[config.mk]
export PLATFORM = sky130hd
export DESIGN_NAME = calib_pulse_seq
export DESIGN_NICKNAME = d
export VERILOG_FILES = /design/src/rtl/calib_pkg.sv /design/src/rtl/calib_pulse_seq_trg_win_chk.sv /design/src/rtl/calib_pulse_seq.sv
export SDC_FILE = /design/constraint.sdc
export NUM_CORES = 1
export LEC_CHECK = 0
export CORE_MARGIN = 1
export CORE_UTILIZATION = 52
export CTS_BUF_LIST = sky130_fd_sc_hd__clkbuf_8
export DETAILED_ROUTE_END_ITERATION = 6
export HOLD_SLACK_MARGIN = 0.08
export PLACE_DENSITY = 0.85
export SLEW_MARGIN = 20
export SYNTH_ARGS = -nofsm -noshare
export SYNTH_HDL_FRONTEND = slang
export SYNTH_SLANG_ARGS = --single-unit
[constraint.sdc]
create_clock -name CLK40 -period 3.8 [get_ports CLK40]
set_clock_uncertainty 0.05 [all_clocks]
set_input_delay 0.57 -clock CLK40 [delete_from_list [all_inputs] [get_ports CLK40]]
set_output_delay 0.57 -clock CLK40 [all_outputs]
set_load 0.03 [all_outputs]
[src/rtl/calib_pkg.sv]
// calib_pkg: shared state encodings, counter width, mode values and period clamp for the calibration pulse path
package calib_pkg;
    typedef enum logic [1:0] {CS_IDLE, CS_HIGH, CS_GAP, CS_FINISH} cs_t;
    localparam int CNT_W = 12;
    localparam logic CAL_INJ = 1'b1;
    localparam logic CAL_EXT = 1'b0;
    // The period must leave room for the pulse, the whole trigger window and one cycle to book the result.
    function automatic logic [15:0] clamp_period(input logic [15:0] period, input logic [3:0] pw,
                                                 input logic [7:0] dly, input logic [3:0] len);
        logic [15:0] need;
        need = 16'(pw) + 16'(dly) + 16'(len) + 16'd1;
        return period > need ? period : need;
    endfunction
endpackage

[src/rtl/calib_pulse_seq_trg_win_chk.sv]
// trg_win_chk: synchronises the returned trigger and flags a hit inside the per-pulse window
module trg_win_chk #(
    parameter int SYNC_STAGES = 2
) (
    input  logic        clk,
    input  logic        rst,
    input  logic        trg_pulse,
    input  logic        clr,
    input  logic [15:0] pc,
    input  logic [7:0]  dly,
    input  logic [3:0]  len,
    output logic        hit
);
    logic [SYNC_STAGES-1:0] sync;
    logic trg_s, in_win;
    assign trg_s = sync[SYNC_STAGES-1];
    assign in_win = pc >= 16'(dly) && pc < 16'(dly) + 16'(len);
    always_ff @(posedge clk)
        if (rst) begin
            sync <= '0;
            hit <= 1'b0;
        end else begin
            sync <= (sync << 1) | SYNC_STAGES'(trg_pulse);
            hit <= !clr && (hit || (trg_s && in_win));
        end
endmodule

[src/rtl/calib_pulse_seq.sv]
// calib_pulse_seq: programmable calibration pulse train with per-pulse trigger hit/miss accounting
module calib_pulse_seq
    import calib_pkg::*;
#(
    parameter int SYNC_STAGES = 2
) (
    input  logic             CLK40,
    input  logic             RST,
    input  logic             START,
    input  logic             ABORT,
    input  logic             CAL_MODE_IN,
    input  logic [11:0]      NPULSE,
    input  logic [3:0]       PWIDTH,
    input  logic [15:0]      PERIOD,
    input  logic [7:0]       TRG_DLY,
    input  logic [3:0]       TRG_LEN,
    input  logic             TRG_PULSE,
    output logic             FEM_INJPLS,
    output logic             CAL_MODE,
    output logic             BUSY,
    output logic             DONE,
    output logic [CNT_W-1:0] SENT_CNT,
    output logic [CNT_W-1:0] HIT_CNT,
    output logic [CNT_W-1:0] MISS_CNT
);
    cs_t state, state_n;
    logic [15:0] pc, pc_n, pe, pe_n;
    logic [3:0] pw, pw_n, len, len_n;
    logic [7:0] dly, dly_n;
    logic [CNT_W-1:0] np, np_n, sent_n, hit_n, miss_n;
    logic mode_n, fem_n, busy_n, done_n, last, hit_flag, clr;

    assign last = pc == pe - 16'd1;
    assign clr = state == CS_IDLE || (state == CS_GAP && last);

    trg_win_chk #(.SYNC_STAGES(SYNC_STAGES)) u_win (
        .clk(CLK40), .rst(RST), .trg_pulse(TRG_PULSE), .clr(clr),
        .pc(pc), .dly(dly), .len(len), .hit(hit_flag)
    );

    always_ff @(posedge CLK40)
        if (RST) begin
            state <= CS_IDLE;
            pc <= '0;
            pe <= '0;
            pw <= '0;
            len <= '0;
            dly <= '0;
            np <= '0;
            FEM_INJPLS <= 1'b0;
            CAL_MODE <= CAL_EXT;
            BUSY <= 1'b0;
            DONE <= 1'b0;
            SENT_CNT <= '0;
            HIT_CNT <= '0;
            MISS_CNT <= '0;
        end else begin
            state <= state_n;
            pc <= pc_n;
            pe <= pe_n;
            pw <= pw_n;
            len <= len_n;
            dly <= dly_n;
            np <= np_n;
            FEM_INJPLS <= fem_n;
            CAL_MODE <= mode_n;
            BUSY <= busy_n;
            DONE <= done_n;
            SENT_CNT <= sent_n;
            HIT_CNT <= hit_n;
            MISS_CNT <= miss_n;
        end

    always_comb begin
        state_n = state;
        pc_n = pc + 16'd1;
        pe_n = pe;
        pw_n = pw;
        len_n = len;
        dly_n = dly;
        np_n = np;
        sent_n = SENT_CNT;
        hit_n = HIT_CNT;
        miss_n = MISS_CNT;
        mode_n = CAL_MODE;
        if (ABORT)
            state_n = CS_IDLE;
        else
            case (state)
                CS_IDLE:
                    if (START && !BUSY) begin
                        np_n = NPULSE;
                        pw_n = PWIDTH == 4'd0 ? 4'd1 : PWIDTH;
                        len_n = TRG_LEN == 4'd0 ? 4'd1 : TRG_LEN;
                        dly_n = TRG_DLY;
                        pe_n = clamp_period(PERIOD, pw_n, TRG_DLY, len_n);
                        mode_n = CAL_MODE_IN ? CAL_INJ : CAL_EXT;
                        pc_n = '0;
                        hit_n = '0;
                        miss_n = '0;
                        sent_n = NPULSE == '0 ? '0 : CNT_W'(1);
                        state_n = NPULSE == '0 ? CS_FINISH : CS_HIGH;
                    end
                CS_HIGH: state_n = pc == 16'(pw) - 16'd1 ? CS_GAP : CS_HIGH;
                CS_GAP:
                    if (last) begin
                        hit_n = hit_flag ? HIT_CNT + 1'b1 : HIT_CNT;
                        miss_n = hit_flag ? MISS_CNT : MISS_CNT + 1'b1;
                        pc_n = '0;
                        sent_n = SENT_CNT < np ? SENT_CNT + 1'b1 : SENT_CNT;
                        state_n = SENT_CNT < np ? CS_HIGH : CS_FINISH;
                    end
                CS_FINISH: state_n = CS_IDLE;
            endcase
        fem_n = state_n == CS_HIGH;
        done_n = !ABORT && state == CS_FINISH;
        // BUSY stays up through the DONE cycle so a new START cannot overlap the strobe.
        busy_n = !ABORT && (state_n != CS_IDLE || state == CS_FINISH);
    end
endmodule
==> flow_metrics.env <==
export IMPL_status="finished with violations"
export IMPL_violations="setup timing"
export IMPL_placedCellCount=1078
export IMPL_synth_area_leader_cell="dfxtp_1"
export IMPL_maxCapViolations=0
export IMPL_r2r_cells=8
export IMPL_cp_common_cell="nor2_2"
export IMPL_via_per_inst=5.65
export IMPL_num_vias=6258
export IMPL_synth_top_area_share_pct=31.7
export IMPL_ioPinCount=90
export IMPL_cts_tree="done"
export IMPL_cts_clk_slew_worst_paths_ns=0.10
export IMPL_endpoint_kind="flip-flop"
export IMPL_nNetsFinal=1041
export IMPL_fin_ws_ns=-0.107
export IMPL_grt_pass1_wl_mm=26.6
export IMPL_startpoint="TRG_LEN[2]"
export IMPL_layoutNonFillerInstCount=1107
export IMPL_area_growth_pct=24.5
export IMPL_cp_required_ns=4.02
export IMPL_ys_types=60
export IMPL_drt_iter0_markers=588
export IMPL_synth_seq_cells=105
export IMPL_drive_gt1_share_pct=11.0
export IMPL_n_fill_cell=996
export IMPL_powerDensity_nw_per_um2=310
export IMPL_syn_nets=948
export IMPL_max_freq_ghz=0.256
export IMPL_critPathTopFamily="simple AND/OR/NAND/NOR gates"
export IMPL_cpPeakStageDelay_ns=0.39
export IMPL_core_um2=12200
export IMPL_grtUsageTotal_pct=25.0
export IMPL_die_w_um=115
export IMPL_p_leak_nw=3.17
export IMPL_synth_area_leaders="dfxtp_1, ha_1, nand2_1, a21oi_1, xnor2_1"
export IMPL_syn_inst=841
export IMPL_finalMaxSlewViolations=0
export IMPL_ant_nets=0
export IMPL_wl_per_cell_um=14.9
export IMPL_cts_sinks=105
export IMPL_ys_flop_type="dfxtp_1"
export IMPL_hp_class="flip-flop to flip-flop"
export IMPL_finalCritPeriodShare_pct=103
export IMPL_grt_max_degree=42
export IMPL_hpwl_mm=11.8
export IMPL_clk_latency_ns=0.38
export IMPL_critPathKind="primary input to flip-flop"
export IMPL_ir_drop_mv=0.225
export IMPL_crit_arrival_ns=4.13
export IMPL_synth_edf_count=0
export IMPL_hold_buffers=0
export IMPL_hold_violations=0
export IMPL_rows=40
export IMPL_cts_buffers=9
export IMPL_yosysSeqAreaShare_pct=31.7
export IMPL_crit_slowest_cell="fa_2"
export IMPL_antenna_found_initial=0
export IMPL_async_reset_ff_share_pct=0
export IMPL_avgSynthCellArea_um2=7.87
export IMPL_tightest_slew_ns=0.787
export IMPL_r2r_start="pe[0]$_SDFFE_PP0P_"
export IMPL_path_cells="clkbuf_2 > nor3_4 > nor2_2 > ha_1 > inv_2 > ha_4 > fa_2 > a21oi_2 > nor2_2 > nor2_2 > nor2b_2 > o21ai_2 > xor2_1 > ha_1 > nand2_1 > nor4_4 > nor2_2 > o21ai_2 > buf_12 > buf_16 > and3_1 > nor4_1"
export IMPL_diodes=0
export IMPL_maxSlewHeadroom_pct=47.5
export IMPL_cp_max_fo=7
export IMPL_die_area_um2=13200
export IMPL_finalSetupViolCount=4
export IMPL_power_mw=2.56
export IMPL_synth_commonest_cells="dfxtp_1, nand2_1, a21oi_1"
export IMPL_clockBufferDepth=2
export IMPL_ff2ff_setup_slack_ns=0.42
export IMPL_mappedNetlistArea_um2=6620
export IMPL_fin_crit_ns=3.91
export IMPL_h_tree_depth=3
export IMPL_worstReg2RegEnd="SENT_CNT[5]$_SDFFE_PP0P_"
export IMPL_firstDrtPassIters=5
export IMPL_cp_depth=22
export IMPL_yosysWarnings=0
export IMPL_root_buffer="clkbuf_8"
export IMPL_drt_wl_total_mm=16.5
export IMPL_io_buffers=89
export IMPL_post_route_drc_count=0
export IMPL_endpoint="pe[5]$_SDFFE_PP0P_"
export IMPL_initial_core_util_pct=54.2
export IMPL_grt_pass1_vias=5732
export IMPL_finalWeightedCongestion=0.893
export IMPL_grt_ovfl_total=0
export IMPL_die_y_um=115
export IMPL_cp_num_buf_inv=4
export IMPL_crit_path_start_kind="primary input"
==> area by class of cell <==
cell class                 count  area (µm²)  area share, %
multi-input combinational    639        4340           52.7
sequential                   105        2100           25.5
timing repair buffer         127        1200           14.5
tap                          168         210           2.55
inverter                      52         195           2.37
clock buffer                  10         138           1.67
clock inverter                 6        58.8          0.713
==> repair_timing <==
item / 4_1_cts / 5_1_grt
setup endpoints to repair: 9 / 9
buffers inserted: 5 / 8
gates resized for setup: 22 / 39
pin swaps: 19 / 34
gates cloned: 1 / 0
==> cells in the final DEF, fill, tap and decap left out, types with 12 or more instances in the layout <==
cell type / instances
inv_1: 51
nor4_1: 19
a21oi_1: 70
clkdlybuf4s50_1: 77
dfxtp_1: 105
buf_4: 36
xor2_1: 18
and3_1: 14
or3_1: 21
nand4_1: 12
o21ai_0: 24
nor2_1: 64
nor3_1: 20
nand3_1: 34
xnor2_1: 40
ha_1: 48
nand2_1: 103
==> power by group <==
part | total, mW | internal, mW | switching, mW
Sequential | 1.17 | 1.13 | 0.0389
Clock | 0.701 | 0.318 | 0.383
Combinational | 0.683 | 0.328 | 0.355
Total | 2.56 | 1.78 | 0.777
==> worst register-to-register path, stage by stage (launching register included) <==
cell and delay, ns:
dfxtp_1 0.38, or3_1 0.53, or4_4 0.54, a221oi_2 0.27, nand4b_1 0.17, nor4b_4 0.41, a21oi_2 0.27, or4_1 0.55
a21oi_1 0.14
==> stage by stage <==
step / utilization (%) / area (µm²) / setup TNS, ns / setup slack [ns] / hold slack [ns]
after floorplan: - / 6640 / 0 / 0.0126 / 0.364
after detailed placement: 63.5 / 7750 / -5.77 / -0.675 / 0.384
after CTS: 66.1 / 8070 / -0.0530 / -0.0530 / 0.407
final: 67.5 / 8240 / -0.133 / -0.107 / 0.398
after global routing: 67.5 / 8240 / -1.06 / -0.181 / 0.418
after global placement: 63.5 / 7750 / -3.72 / -0.444 / 0.371
==> metal layers <==
metal / wire [µm] / track usage [%] / up-vias
met4: 361 / 6.58 / 0
met5: 0 / 0 / -
li1: - / - / 3131
met3: 919 / 5.11 / 32
met2: 7700 / 41.6 / 214
met1: 7500 / 33.1 / 2881
==> worst min path at each step <==
stage / from / slack, ns / cells past startpoint / to
2_1_floorplan: u_win.sync[0]$_SDFF_PP0_ / 0.36 / 1 / u_win.sync[1]$_SDFF_PP0_
3_3_place_gp: u_win.sync[0]$_SDFF_PP0_ / 0.37 / 1 / u_win.sync[1]$_SDFF_PP0_
3_5_place_dp: u_win.sync[0]$_SDFF_PP0_ / 0.38 / 1 / u_win.sync[1]$_SDFF_PP0_
4_1_cts: u_win.sync[0]$_SDFF_PP0_ / 0.41 / 1 / u_win.sync[1]$_SDFF_PP0_
5_1_grt: u_win.sync[0]$_SDFF_PP0_ / 0.42 / 1 / u_win.sync[1]$_SDFF_PP0_
6_report: u_win.sync[0]$_SDFF_PP0_ / 0.40 / 1 / u_win.sync[1]$_SDFF_PP0_
==> sequential cells by signal, summed over array words and instances, names as in the netlist, 2 cells and up <==
signal      cells
SENT_CNT       12
HIT_CNT        12
pw              4
u_win.sync      2
state           2
dly             8
np             12
pe             16
len             4
pc             16
MISS_CNT       12
==> cells by family after synthesis <==
| logic type | after synthesis | share of synthesized area (%) |
|---|---|---|
| AOI/OAI and AO/OA | 166 | 15.6 |
| xor gates and xnor gates | 60 | 8.14 |
| adders and majority gates | 57 | 11.3 |
| buffers and inverters | 97 | 5.63 |
| DFF | 105 | 31.7 |
| muxes | 8 | 1.25 |
| and+or+nand+nor | 348 | 26.3 |
No activity file was read; power rests on OpenSTA's default activity.
